`src/rtl/inv_sub_bytes_seq.sv`:
```
// rtl/inv_sub_bytes_seq.sv - sequential AES InvSubBytes stage, LANES bytes per cycle
//
// Purpose : accepts a 128-bit AES state, substitutes its 16 bytes through
//           LANES combinational inv_sbox instances (one byte group per cycle)
//           and returns the result over a valid/ready handshake.
// Ports   : clk, rst_n (async, active-low)
//           in_valid/in_ready/in_state   - upstream state handshake
//           out_valid/out_ready/out_state - downstream state handshake
//           busy                          - high while BUSY or DONE
// Macro   : INV_SHIFT_ROWS_EN - apply InvShiftRows to the state on load.
// Byte k of a state occupies bits [8k:8k+7] (bit 8k is the MSB).

module inv_sbox (
  input  logic [7:0] i_byte,
  output logic [7:0] o_byte
);
  localparam logic [0:2047] TABLE = {
    128'h52096ad53036a538bf40a39e81f3d7fb,
    128'h7ce339829b2fff87348e4344c4dee9cb,
    128'h547b9432a6c2233dee4c950b42fac34e,
    128'h082ea16628d924b2765ba2496d8bd125,
    128'h72f8f66486689816d4a45ccc5d65b692,
    128'h6c704850fdedb9da5e154657a78d9d84,
    128'h90d8ab008cbcd30af7e45805b8b34506,
    128'hd02c1e8fca3f0f02c1afbd0301138a6b,
    128'h3a9111414f67dcea97f2cfcef0b4e673,
    128'h96ac7422e7ad3585e2f937e81c75df6e,
    128'h47f11a711d29c5896fb7620eaa18be1b,
    128'hfc563e4bc6d279209adbc0fe78cd5af4,
    128'h1fdda8338807c731b11210592780ec5f,
    128'h60517fa919b54a0d2de57a9f93c99cef,
    128'ha0e03b4dae2af5b0c8ebbb3c83539961,
    128'h172b047eba77d626e169146355210c7d
  };

  // High nibble selects the row, low nibble the column: a flat byte index.
  assign o_byte = TABLE[{i_byte, 3'b000} +: 8];
endmodule

module inv_sub_bytes_seq #(
  parameter int LANES = 4
) (
  input  logic         clk,
  input  logic         rst_n,
  input  logic         in_valid,
  output logic         in_ready,
  input  logic [0:127] in_state,
  output logic         out_valid,
  input  logic         out_ready,
  output logic [0:127] out_state,
  output logic         busy
);
  generate
    if (LANES != 1 && LANES != 2 && LANES != 4 && LANES != 8 && LANES != 16) begin : g_bad_lanes
      $error("inv_sub_bytes_seq: LANES must be 1, 2, 4, 8 or 16");
    end
  endgenerate

  localparam int         NGRP = 16 / LANES;
  localparam logic [3:0] LAST = 4'(NGRP - 1);

  typedef enum logic [1:0] {S_IDLE, S_BUSY, S_DONE} state_t;

  state_t       r_state;
  logic [3:0]   r_grp;
  logic [0:127] r_buf;
  logic [0:127] w_load;
  logic [7:0]   w_lane_in  [LANES];
  logic [7:0]   w_lane_out [LANES];

`ifdef INV_SHIFT_ROWS_EN
  // Row r is rotated right by r columns on load.
  for (genvar r = 0; r < 4; r++) begin : g_row
    for (genvar c = 0; c < 4; c++) begin : g_col
      assign w_load[8*(r+4*c) +: 8] = in_state[8*(r+4*((c-r+4)%4)) +: 8];
    end
  end
`else
  assign w_load = in_state;
`endif

  // Lane j works on byte grp*LANES+j of the buffer.
  always_comb begin
    for (int j = 0; j < LANES; j++) begin
      w_lane_in[j] = r_buf[8*((int'(r_grp)*LANES + j) % 16) +: 8];
    end
  end

  for (genvar j = 0; j < LANES; j++) begin : g_lane
    inv_sbox u_inv_sbox (
      .i_byte (w_lane_in[j]),
      .o_byte (w_lane_out[j])
    );
  end

  always_ff @(posedge clk or negedge rst_n) begin
    if (!rst_n) begin
      r_state <= S_IDLE;
      r_grp   <= 4'd0;
      r_buf   <= '0;
    end else begin
      case (r_state)
        S_IDLE: begin
          if (in_valid) begin
            r_buf   <= w_load;
            r_grp   <= 4'd0;
            r_state <= S_BUSY;
          end
        end
        S_BUSY: begin
          for (int j = 0; j < LANES; j++) begin
            r_buf[8*((int'(r_grp)*LANES + j) % 16) +: 8] <= w_lane_out[j];
          end
          if (r_grp == LAST) begin
            r_grp   <= 4'd0;
            r_state <= S_DONE;
          end else begin
            r_grp <= r_grp + 4'd1;
          end
        end
        S_DONE: begin
          if (out_ready) r_state <= S_IDLE;
        end
        default: r_state <= S_IDLE;
      endcase
    end
  end

  assign in_ready  = (r_state == S_IDLE);
  assign out_valid = (r_state == S_DONE);
  assign busy      = (r_state != S_IDLE);
  assign out_state = r_buf;
endmodule

```
`config.mk`:
```
export PLATFORM = sky130hd
export DESIGN_NAME = inv_sub_bytes_seq
export DESIGN_NICKNAME = d
export VERILOG_FILES = /design/src/rtl/inv_sub_bytes_seq.sv
export SDC_FILE = /design/constraint.sdc
export NUM_CORES = 1
export LEC_CHECK = 0
export BUFFER_PORTS_ARGS = -buffer_cell sky130_fd_sc_hd__buf_4
export CAP_MARGIN = 20
export CORE_MARGIN = 1.5
export CORE_UTILIZATION = 23
export DETAILED_ROUTE_END_ITERATION = 6
export PLACE_DENSITY = 0.42
export REMOVE_ABC_BUFFERS = 1
export SYNTH_ARGS = -nofsm -noshare
export SYNTH_HDL_FRONTEND = slang
export SYNTH_SLANG_ARGS = --single-unit
```
`constraint.sdc`:
```
create_clock -name clk -period 5.3 [get_ports clk]
set_clock_uncertainty 0.15 [all_clocks]
set_input_delay 0.265 -clock clk [delete_from_list [all_inputs] [get_ports clk]]
set_output_delay 0.265 -clock clk [all_outputs]
set_load 0.01 [all_outputs]
```
==> metrics.txt, run 1 <==
Clock Path Buffers=2; sequential-to-total area share from yosys stat=15.76%; Final #Nets=3361; Die W=307.2 um; CP max FO=15; DP Worst Slack=0.3534 ns; Root Driver=clkbuf_16; Post-Syn Area=21280 um2; Crit path top cell by count=inv_1; maxcap violations=0; Distinct cells, synth=101; area of the multi-input gates=16190 um2; vias in the first global route=25870; Arr. time, crit path=5.12 ns; Inserted Clock Buffers=17; Peak Freq=0.2067 GHz; required time worst endpoint=5.58 ns; RSZ-0062 raised after global routing=no; Yosys warnings=0; ANT nets after route=0; first-pass GRT wire length=181200 um; Ant. Diodes=0; Synth Flop Type=dfrtp_1; FP Rows=111; most frequent cells in the layout=buf_4, nand2_1, a21oi_1; Top delay family on crit path=compound AO/OA/AOI/OAI gates; final hold violation count=0; Worst path max stage delay=0.77 ns; drt pass-1 iters=7; Post-Syn Instances=2915; area growth from synthesis to layout=23.89%; DP Cell Count=4187; Die ar.=94370 um2; Vias per Instance=6.252; fill count=10110; Ports=263; grt ovf=0; Final Max Tran Viols=0; syn_area_per_cell=7.301 um2; CTS tree=yes; slew margin rel.=19.27%; Die Ht=307.2 um; initial drt markers=4214; hold slack=0.05665 ns; clock transition at the registers of the reported paths=0.07 ns; Slowest-stage cell, CP=dfrtp_4; CORE AREA=91660 um2; crit path time final=4.838 ns; GRT Overall Usage=25.49%; Worst Tran Pin Value=1.188 ns; DPL Wire Length=87900 um; initial core utilization=23.22%; Post-Layout Cell Count=4344; fraction of layout cells with a size suffix above 1=19.28%; clock sink count=134; HP Class=in2reg; largest net degree at the start of global routing=61; Finish-stage setup viols=0; Worst Path Buf+Inv=3; setup ws final=0.4619 ns; Crit. End Element=flop; failing checks=design-rule violations; PortBufs=262; FFs w/ async S/R, synth=100.0%; vias=27160; final core occ=28.76%; outcome=finished with violations; critical path startpoint category=flop; initial antenna violation count=3; DR DRC count=2; average wire per standard cell=28.78 um; later-pin clock latency in the skew report=0.51 ns; critical path class=reg2reg; Seq cells post-synth=134; Placer Congestion=1.020; H-tree lvl count=4; FF+latch area=3361 um2; Final period util=91.29%; Routed WL=125000 um; commonest non-fill, non-tap cell in the layout=buf_4; crit path cell chain=buf_4, mux4_2, inv_1, ha_1, inv_1, nand2_1, nand3_1, a311oi_1, o32ai_1, a221oi_2, a22oi_1, a21oi_1; Post-synth EDFFs=0
[cell usage after synthesis, drive strengths merged (15+ instances only)]
library cell    n  area share [%]
a2111oi        16            0.72
a211oi         64             2.3
a21o           18            0.63
a21oi         248             5.8
a221o          19            0.89
a221oi         31             1.3
a22oi          16            0.56
a311oi         60             2.5
a31oi          64             1.9
and2           37             1.1
and3           40             1.2
buf           169             4.8
clkbuf        172             3.0
dfrtp         134              16
ha             84             4.9
inv            44            0.79
mux2           35             1.9
mux2i         103             4.8
mux4           31             3.3
nand2         253             4.5
nand2b         61             1.8
nand3          67             1.6
nor2          233             4.2
nor2b          33            0.97
nor3           74             1.7
o2111ai        16            0.66
o211ai         95             3.4
o21a           21            0.74
o21ai         237             5.6
o221ai         33             1.4
o22ai          84             2.5
o311a          19            0.89
o311ai         33             1.4
o31ai          24            0.85
o32ai          17            0.73
or2            25            0.75
or3            15            0.44
[routing by layer]
| metal | part of all wire, % | vias up | track usage (%) |
|---|---|---|---|
| met1 | 42 | 13200 | 34.65 |
| met4 | 5.0 | 2 | 12.11 |
| met5 | 0.010 | - | 0 |
| li1 | - | 11720 | - |
| met3 | 10 | 363 | 5.822 |
| met2 | 43 | 1879 | 37.87 |
[registers in the layout, indices dropped and copies added (netlist names)]
name and flops:
out_state 128, r_state 2, r_grp 4
[layout make-up]
class,instances,share of cell area [%]
tap,1186,5.628
clock inverter,14,0.6549
multi-input combinational,2394,61.42
clock buffer,18,1.666
inverter,46,0.6644
timing repair buffer,552,17.22
sequential,134,12.75
[metrics by stage]
step | instance area [um2] | TNS [ns]
2_1_floorplan | 19620 | -92.86
3_3_place_gp | 24500 | 0
3_5_place_dp | 24500 | 0
4_1_cts | 26350 | 0
5_1_grt | 26370 | 0
6_report | 26370 | 0
[worst register-to-register path: stages, from the launching register on]
cell and delay (ns):
dfrtp_4 0.77, buf_4 0.35, mux4_2 0.70, inv_1 0.31
ha_1 0.38, inv_1 0.22, nand2_1 0.32, nand3_1 0.19
a311oi_1 0.39, o32ai_1 0.15, a221oi_2 0.52, a22oi_1 0.15
a21oi_1 0.17
[path summary, 6_finish.rpt]
path	start	end	slack (ns)	cells after the start
worst max-delay path	r_grp[0]$_DFFE_PN0P_	out_state[27]$_DFFE_PN0P_	0.46	12
worst min-delay path	in_state[83]	out_state[83]$_DFFE_PN0P_	0.06	3
worst max register to register	r_grp[0]$_DFFE_PN0P_	out_state[27]$_DFFE_PN0P_	0.46	12
worst min register to register	out_state[54]$_DFFE_PN0P_	out_state[54]$_DFFE_PN0P_	0.38	2
max in group asynchronous	rst_n	r_grp[1]$_DFFE_PN0P_	3.65	3
min in group asynchronous	rst_n	out_state[60]$_DFFE_PN0P_	0.10	2
[cell families (layout without fill, tap and decap cells)]
kind of cell / Yosys count / after routing / synth area share (%)
and+or+nand+nor: 899 / 899 / 20.35
xor gates and xnor gates: 18 / 18 / 0.7761
AOI/OAI and AO/OA: 1223 / 1223 / 39.45
adders and majority gates: 85 / 85 / 4.985
muxes: 169 / 169 / 10.03
DFF: 134 / 134 / 15.76
buffers and inverters: 387 / 630 / 8.660
[repair_timing]
| action | 4_1_cts | 5_1_grt |
|---|---|---|
| hold buffers | 124 | 0 |
| hold endpoints to repair | 161 | 0 |
| resized for setup | 0 | 0 |
| setup buffers | 0 | 1 |
| endpoints found under the setup margin | 0 | 2 |
Power of run 1 is left out: the tool's default activity adds up to more than one toggle a clock period on the data nets, which glitch-free logic cannot reach.
==> run 2: changes to the inputs <==
--- a/config.mk
+++ b/config.mk
@@ -6,11 +6,11 @@
 export NUM_CORES = 1
 export LEC_CHECK = 0
 export BUFFER_PORTS_ARGS = -buffer_cell sky130_fd_sc_hd__buf_4
-export CAP_MARGIN = 20
+export CAP_MARGIN = 40
 export CORE_MARGIN = 1.5
 export CORE_UTILIZATION = 23
 export DETAILED_ROUTE_END_ITERATION = 6
-export PLACE_DENSITY = 0.42
+export PLACE_DENSITY = 0.44
 export REMOVE_ABC_BUFFERS = 1
 export SYNTH_ARGS = -nofsm -noshare
 export SYNTH_HDL_FRONTEND = slang
==> metrics.txt, run 2 (same netlist as run 1, synthesis figures left out) <==
initial drt markers=4264; critical path class=reg2reg; average wire per standard cell=29.73 um; FP Rows=111; Routed WL=129300 um; max FFs per register=128; Arr. time, crit path=4.95 ns; most frequent cells in the layout=buf_4, nand2_1, a21oi_1; GRT Overall Usage=26.41%; # hold bufs at CTS=120; Vias per Instance=6.365; slew margin rel.=39.51%; hold slack=-0.002525 ns; failing checks=negative hold slack; FF+latch area=3361 um2; CTS tree=yes; Peak Freq=0.2117 GHz; Root Driver=clkbuf_16; Die ar.=94370 um2; Final period util=89.13%; ANT nets after route=0; fraction of layout cells with a size suffix above 1=19.44%; Die Ht=307.2 um; Placer Congestion=1.022; Die W=307.2 um; post-route design area=26430 um2; CORE AREA=91660 um2; commonest non-fill, non-tap cell in the layout=buf_4; later-pin clock latency in the skew report=0.50 ns; Final Max Tran Viols=0; H-tree lvl count=4; Ports=263; vias=27670; vias in the first global route=25670; crit path time final=4.724 ns; Final #Nets=3362; Finish-stage setup viols=0; Worst Tran Pin Value=0.9073 ns; outcome=finished with violations; clock sink count=134; maxcap violations=0; required time worst endpoint=5.53 ns; clock transition at the registers of the reported paths=0.08 ns; post-CTS resize count=0; Crit. End Element=flop; DR DRC count=0; Inserted Clock Buffers=17; critical path startpoint category=flop; grt ovf=0; setup bufs post-CTS=0; RSZ-0062 raised after global routing=no; initial core utilization=23.22%; CP max FO=16; initial antenna violation count=5; largest net degree at the start of global routing=77; Area after DPL=24610 um2; area of the multi-input gates=16190 um2; drt pass-1 iters=6; Post-Layout Cell Count=4347; area growth from synthesis to layout=24.16%; first-pass GRT wire length=187000 um; Clock Path Buffers=2; DP Cell Count=4192; final hold violation count=1; PortBufs=262; HP Class=in2reg; fill count=9996; DPL Wire Length=91870 um
## run 2: cell count changes in the layout (fill, tap and decap cells not counted), moves of 2 or more
cell | previous run | this run
diode_2 | 0 | 2
inv_8 | 0 | 2
clkinv_2 | 3 | 0
buf_16 | 0 | 2
buf_12 | 6 | 9
dlygate4sd3_1 | 124 | 120
## run 2: layout make-up
cell class | count | share of cell area (%)
diodes | 2 | 0.01894
well taps | 1186 | 5.616
clock inverters | 14 | 0.6297
repair buffers | 553 | 17.44
flip-flops and latches | 134 | 12.72
inverters | 46 | 0.6629
clock buffers | 18 | 1.662
multi-input cells | 2394 | 61.25
## run 2: through the flow
step                      setup slack (ns)  TNS (ns)  utilization [%]
after detailed placement            0.6808         0            26.85
after global placement              0.5931         0            26.71
final                               0.5761         0            28.83
after CTS                           0.6409         0            28.82
after floorplan                     -1.001    -92.86                -
after global routing                0.3748         0            28.83
## run 2: critical path: stages (launching register included)
cell	delay [ns]
dfrtp_4	0.65
buf_4	0.34
mux4_2	0.73
inv_1	0.14
buf_4	0.18
ha_1	0.49
inv_1	0.32
a2111oi_0	0.46
a311oi_1	0.08
o21ai_0	0.36
o311a_1	0.45
o21ai_1	0.12
o21a_1	0.11
## run 2: worst paths after layout
check	start	endpoint	slack [ns]	cells past startpoint
setup / recovery	r_grp[0]$_DFFE_PN0P_	out_state[0]$_DFFE_PN0P_	0.58	12
hold / removal	in_state[108]	out_state[108]$_DFFE_PN0P_	-0.003	3
setup reg to reg	r_grp[0]$_DFFE_PN0P_	out_state[0]$_DFFE_PN0P_	0.58	12
hold reg to reg	out_state[0]$_DFFE_PN0P_	out_state[0]$_DFFE_PN0P_	0.38	1
max in group asynchronous	rst_n	out_state[23]$_DFFE_PN0P_	3.71	3
min in group asynchronous	rst_n	out_state[43]$_DFFE_PN0P_	0.16	3
## run 2: metal layers
layer  up-vias  part of all wire (%)  track usage (%)
li1      11720                     -                -
met1     13420                    42            36.68
met2      2144                    43            39.41
met3       395                    11            5.402
met4         0                   4.8            11.10
met5         -                     0                0
Power of run 2 is left out for the same reason.
